==> src/rtl/cpu_step_clock.sv <==
// Push-button CPU clock source with two modes: single-step (one fixed-width pulse
// per press) and free-running (divided clock). Also counts the cpu_clk cycles issued.
module cpu_step_clock #(
  parameter int DEBOUNCE_CYCLES  = 250000,
  parameter int STEP_HIGH_CYCLES = 4,
  parameter int RUN_HALF_CYCLES  = 12500000,
  parameter int COUNT_WIDTH      = 16
) (
  input  logic                   clk_i,
  input  logic                   reset_i,
  input  logic                   btn_step_i,
  input  logic                   btn_mode_i,
  output logic                   cpu_clk_o,
  output logic                   run_mode_o,
  output logic [COUNT_WIDTH-1:0] cpu_cycles_o
);

  // state     | meaning
  // S_STOP    | cpu_clk low, waiting for a step press or run mode
  // S_STEP_HI | cpu_clk high for one single-step pulse
  // S_RUN_LO  | free-running, low half-period
  // S_RUN_HI  | free-running, high half-period (never cut short)
  typedef enum logic [1:0] {S_STOP, S_STEP_HI, S_RUN_LO, S_RUN_HI} state_t;

  localparam int PHASE_MAX = (STEP_HIGH_CYCLES > RUN_HALF_CYCLES) ? STEP_HIGH_CYCLES
                                                                   : RUN_HALF_CYCLES;
  localparam int DW = (DEBOUNCE_CYCLES > 1) ? $clog2(DEBOUNCE_CYCLES) : 1;
  localparam int PW = (PHASE_MAX > 1) ? $clog2(PHASE_MAX) : 1;

  localparam logic [DW-1:0] DB_LAST   = DW'(DEBOUNCE_CYCLES - 1);
  localparam logic [PW-1:0] STEP_LAST = PW'(STEP_HIGH_CYCLES - 1);
  localparam logic [PW-1:0] RUN_LAST  = PW'(RUN_HALF_CYCLES - 1);

  // Index 0 is the step button, index 1 the mode button.
  logic [1:0]    sync1_q, sync2_q;
  logic [1:0]    stable_q, stable_d;
  logic [1:0]    stable_prev_q;
  logic [DW-1:0] db_cnt_q [2];
  logic [DW-1:0] db_cnt_d [2];
  logic          step_press, mode_press;

  state_t                 state_q, state_d;
  logic [PW-1:0]          phase_q, phase_d;
  logic                   run_mode_q, run_mode_d;
  logic                   cpu_clk_q, cpu_clk_d;
  logic [COUNT_WIDTH-1:0] cycles_q, cycles_d;

  always_ff @(posedge clk_i or posedge reset_i) begin
    if (reset_i) begin
      sync1_q       <= '0;
      sync2_q       <= '0;
      stable_q      <= '0;
      stable_prev_q <= '0;
      db_cnt_q[0]   <= '0;
      db_cnt_q[1]   <= '0;
    end else begin
      sync1_q       <= {btn_mode_i, btn_step_i};
      sync2_q       <= sync1_q;
      stable_q      <= stable_d;
      stable_prev_q <= stable_q;
      db_cnt_q[0]   <= db_cnt_d[0];
      db_cnt_q[1]   <= db_cnt_d[1];
    end
  end

  always_comb begin
    stable_d    = stable_q;
    db_cnt_d[0] = '0;
    db_cnt_d[1] = '0;
    for (int b = 0; b < 2; b++) begin
      if (sync2_q[b] != stable_q[b]) begin
        if (db_cnt_q[b] == DB_LAST) begin
          stable_d[b] = sync2_q[b];
        end else begin
          db_cnt_d[b] = db_cnt_q[b] + 1'b1;
        end
      end
    end
  end

  assign step_press = stable_q[0] & ~stable_prev_q[0];
  assign mode_press = stable_q[1] & ~stable_prev_q[1];

  always_ff @(posedge clk_i or posedge reset_i) begin
    if (reset_i) begin
      state_q    <= S_STOP;
      phase_q    <= '0;
      run_mode_q <= 1'b0;
      cpu_clk_q  <= 1'b0;
      cycles_q   <= '0;
    end else begin
      state_q    <= state_d;
      phase_q    <= phase_d;
      run_mode_q <= run_mode_d;
      cpu_clk_q  <= cpu_clk_d;
      cycles_q   <= cycles_d;
    end
  end

  // Phase timer counts down from the last index of the current phase to zero.
  always_comb begin
    state_d    = state_q;
    phase_d    = phase_q - 1'b1;
    run_mode_d = run_mode_q ^ mode_press;
    case (state_q)
      S_STOP: begin
        phase_d = '0;
        if (run_mode_q) begin
          state_d = S_RUN_LO;
          phase_d = RUN_LAST;
        end else if (step_press && !mode_press) begin
          state_d = S_STEP_HI;
          phase_d = STEP_LAST;
        end
      end
      S_STEP_HI: begin
        if (phase_q == '0) begin
          state_d = S_STOP;
          phase_d = '0;
        end
      end
      S_RUN_LO: begin
        if (!run_mode_q) begin
          state_d = S_STOP;
          phase_d = '0;
        end else if (phase_q == '0) begin
          state_d = S_RUN_HI;
          phase_d = RUN_LAST;
        end
      end
      S_RUN_HI: begin
        if (phase_q == '0) begin
          state_d = run_mode_q ? S_RUN_LO : S_STOP;
          phase_d = run_mode_q ? RUN_LAST : '0;
        end
      end
      default: begin
        state_d = S_STOP;
        phase_d = '0;
      end
    endcase

    cpu_clk_d = (state_d == S_STEP_HI) || (state_d == S_RUN_HI);
    cycles_d  = cycles_q;
    if (cpu_clk_d && !cpu_clk_q) begin
      cycles_d = cycles_q + 1'b1;
    end
  end

  assign cpu_clk_o    = cpu_clk_q;
  assign run_mode_o   = run_mode_q;
  assign cpu_cycles_o = cycles_q;

endmodule

==> config.mk <==
export PLATFORM = sky130hd
export DESIGN_NAME = cpu_step_clock
export DESIGN_NICKNAME = d
export VERILOG_FILES = /design/src/rtl/cpu_step_clock.sv
export SDC_FILE = /design/constraint.sdc
export NUM_CORES = 1
export LEC_CHECK = 0
export CORE_UTILIZATION = 47
export CTS_BUF_LIST = sky130_fd_sc_hd__clkbuf_4
export DETAILED_ROUTE_END_ITERATION = 8
export HOLD_SLACK_MARGIN = 0.02
export PLACE_DENSITY = 0.77
export SYNTH_ARGS = -nofsm -noshare
export SYNTH_HDL_FRONTEND = slang
export SYNTH_SLANG_ARGS = --single-unit
==> constraint.sdc <==
create_clock -name clk_i -period 2.9 [get_ports clk_i]
set_input_delay 0.58 -clock clk_i [delete_from_list [all_inputs] [get_ports clk_i]]
set_output_delay 0.58 -clock clk_i [all_outputs]
set_load 0.02 [all_outputs]
==> impl_metrics.json <==
{
  "row_count": 33,
  "min_to": "sync2_q[1]$_DFF_PP0_",
  "multi_input_area_um2": 1880,
  "cts_tree": "built",
  "clk_pin_slew_ns": 0.13,
  "worstReg2RegStart": "phase_q[0]$_DFF_PP0_",
  "place.gp.congestion": 0.850,
  "ant_nets": 0,
  "synthDistinctLibCells": 48,
  "route.detailed.drc": 0,
  "cpPeakStageDelay_ns": 0.70,
  "start_util_pct": 49.5,
  "finClkSkew_ns": 0.0209,
  "min_period_over_period_pct": 82.9,
  "clock_latency_ns": 0.44,
  "track_usage_pct": 17.7,
  "arrival_ns": 1.83,
  "grt_pass1_wl_um": 12400,
  "grt_pass1_vias": 2800,
  "r2r-end": "phase_q[23]$_DFF_PP0_",
  "cts_hold_buf": 0,
  "reg2reg_depth": 7,
  "hold_start": "sync1_q[1]$_DFF_PP0_",
  "worstPathMaxFanout": 14,
  "clock_sinks": 87,
  "vias_per_cell": 5.33,
  "cts_buffers": 9,
  "critPathCaptureType": "output port",
  "dieArea_um2": 9200,
  "dr.first_iter.drc_count": 76,
  "io_buffers": 21,
  "tightest_slew_ns": 0.643,
  "yosys.area.top_type_share_pct": 52.5,
  "drtPass1Iterations": 4,
  "synth.most_common_cell": "dfrtp_1",
  "yosysTopAreaCell": "dfrtp_1",
  "critPathLaunchType": "flip-flop",
  "core_area_um2": 8380,
  "yosys-top-cells-area": "dfrtp_1 (53%), xnor2_1 (11%), nor2_1 (6.0%), xor2_1 (3.0%), nand2_1 (2.3%)",
  "grt_max_degree": 35,
  "cts_setup_buffers": 0,
  "ff_latch_area_um2": 2180,
  "post-route-cell-area_um2": 4590,
  "fp.dieH_um": 95.9,
  "fmax_ghz": 0.416,
  "ys_ff_latch": 87,
  "drv_slew": 0,
  "hold_viol": 0,
  "post_drt_wl_per_cell_um": 13.5,
  "antenna_cells": 0,
  "synth-seq-area-share_pct": 52.5,
  "syn_inst": 397,
  "fin_nets": 433,
  "cpMaxStageDelayCell": "dfrtp_1",
  "ctsRootBufferMaster": "clkbuf_4",
  "synth-edff-count": 0,
  "leakage_nw": 2.07,
  "synthArstFlopShare_pct": 100,
  "path_cells": "clkdlybuf4s50_1",
  "fill_cells": 696,
  "finalCriticalPeriod_ns": 2.41,
  "path_class": "flip-flop to output port",
  "critPathRequiredTime_ns": 2.32,
  "status": "finished, final reports clean",
  "io_pins": 22,
  "synthFlopType": "dfrtp_1",
  "gr-total-overflow": 0,
  "syn_area_per_cell_um2": 10.4,
  "hold_class": "flip-flop to flip-flop",
  "drv_cap": 0,
  "p_per_area_nw_per_um2": 413,
  "antenna_found_initial": 0,
  "syn_area_um2": 4150,
  "routed-via-count": 2848,
  "drive_above_1_share_pct": 8.16,
  "ir_drop_mv": 0.352,
  "rsz0062_at_grt": "false",
  "placed_cell_area_um2": 4470,
  "setup_tns_ns": 0,
  "path_buf_inv": 1,
  "area_delta_synth_final_pct": 10.8,
  "fp.dieW_um": 95.9,
  "dp_hpwl_um": 5100,
  "htreeDepth": 3,
  "holdPathStages": 0,
  "synth_warnings": 0,
  "r2r_slack_ns": 0.57,
  "cp_top_family": "flip-flops",
  "cts_max_path_buffers": 2,
  "max_slew_margin_pct": 57.1,
  "synthesis.nets": 406,
  "synth_common_cells": "dfrtp_1 (87), nor2_1 (66), xnor2_1 (53)",
  "routed_wl_um": 7220,
  "cts-resized-gates": 0,
  "final-setup-viol-count": 0
}
-- metrics by stage --
step	hold WS, ns	utilization (%)	std cells	setup WS [ns]	power (mW)
after floorplan	0.331	-	397	0.0698	1.29
after global placement	0.334	53.4	518	0.702	1.30
after detailed placement	0.335	53.4	518	0.593	1.31
after CTS	0.366	54.8	534	0.470	1.92
after global routing	0.376	54.8	534	0.372	1.98
final	0.363	54.8	534	0.495	1.90
-- how the worst max path moves through the flow --
stage,start,end,cells after the start
global placement,phase_q[0]$_DFF_PP0_,cpu_cycles_o[1]$_DFFE_PP0P_,7
detailed placement,phase_q[0]$_DFF_PP0_,cpu_cycles_o[1]$_DFFE_PP0P_,7
global route,phase_q[0]$_DFF_PP0_,phase_q[23]$_DFF_PP0_,7
finish,state_q[0]$_DFF_PP0_,cpu_clk_o,1
floorplan,reset_i,cpu_cycles_o[0]$_DFFE_PP0P_,1
CTS,state_q[0]$_DFF_PP0_,cpu_clk_o,1
-- flip-flops by register name, summed over array words and instances (netlist names) --
signal         flops
cpu_cycles_o      16
db_cnt_q          36
phase_q           24
run_mode_o         1
stable_prev_q      2
stable_q           2
state_q            2
sync1_q            2
sync2_q            2
-- layout make-up --
class,count,share of cell area [%]
Inverter,11,0.926
Multi-Input combinational cell,290,41.0
Sequential cell,87,47.4
Clock inverter,6,0.953
Clock buffer,10,1.63
Timing Repair Buffer,25,5.23
Tap cell,105,2.86
-- cells in the final DEF, fill, tap and decap left out, drive strengths merged, types with 2 or more instances in the layout --
cell type	instances
and2	2
or2	3
o21ai	18
clkdlybuf4s50	21
xnor2	53
and4	6
mux2	3
nor4	10
nor2	67
nand3	17
buf	4
clkinvlp	2
or4	2
inv	12
clkbuf	10
nor3	15
a21oi	4
o211ai	5
a21boi	2
nand2	25
nand2b	4
and3	9
ha	5
o31a	2
nand4	11
dfrtp	87
xor2	14
nor4b	2
clkinv	3
-- per-layer routing --
layer  global-route usage [%]  vias up  routed length (um)
met1                     22.5     1368                3460
li1                         -     1418                   -
met3                     6.56        8                 310
met5                        0        -                   0
met2                     28.5       54                3390
met4                     4.60        0                  59
-- logic make-up (layout without fill, tap and decap cells) --
logic type / count (synthesis) / after routing / synth area share, %
compound gates: 37 / 37 / 6.19
mux: 3 / 3 / 0.905
buf+inv: 20 / 52 / 2.05
xor+xnor: 67 / 67 / 14.2
simple gates: 178 / 178 / 22.7
fa+ha+maj: 5 / 5 / 1.51
flops: 87 / 87 / 52.5
-- where the power goes --
group	total, mW	switching (mW)	internal (mW)
registers	1.23	0.00642	1.22
clock network	0.616	0.425	0.191
logic	0.0501	0.0361	0.0140
Note: power is estimated with default switching activity, not from simulation.
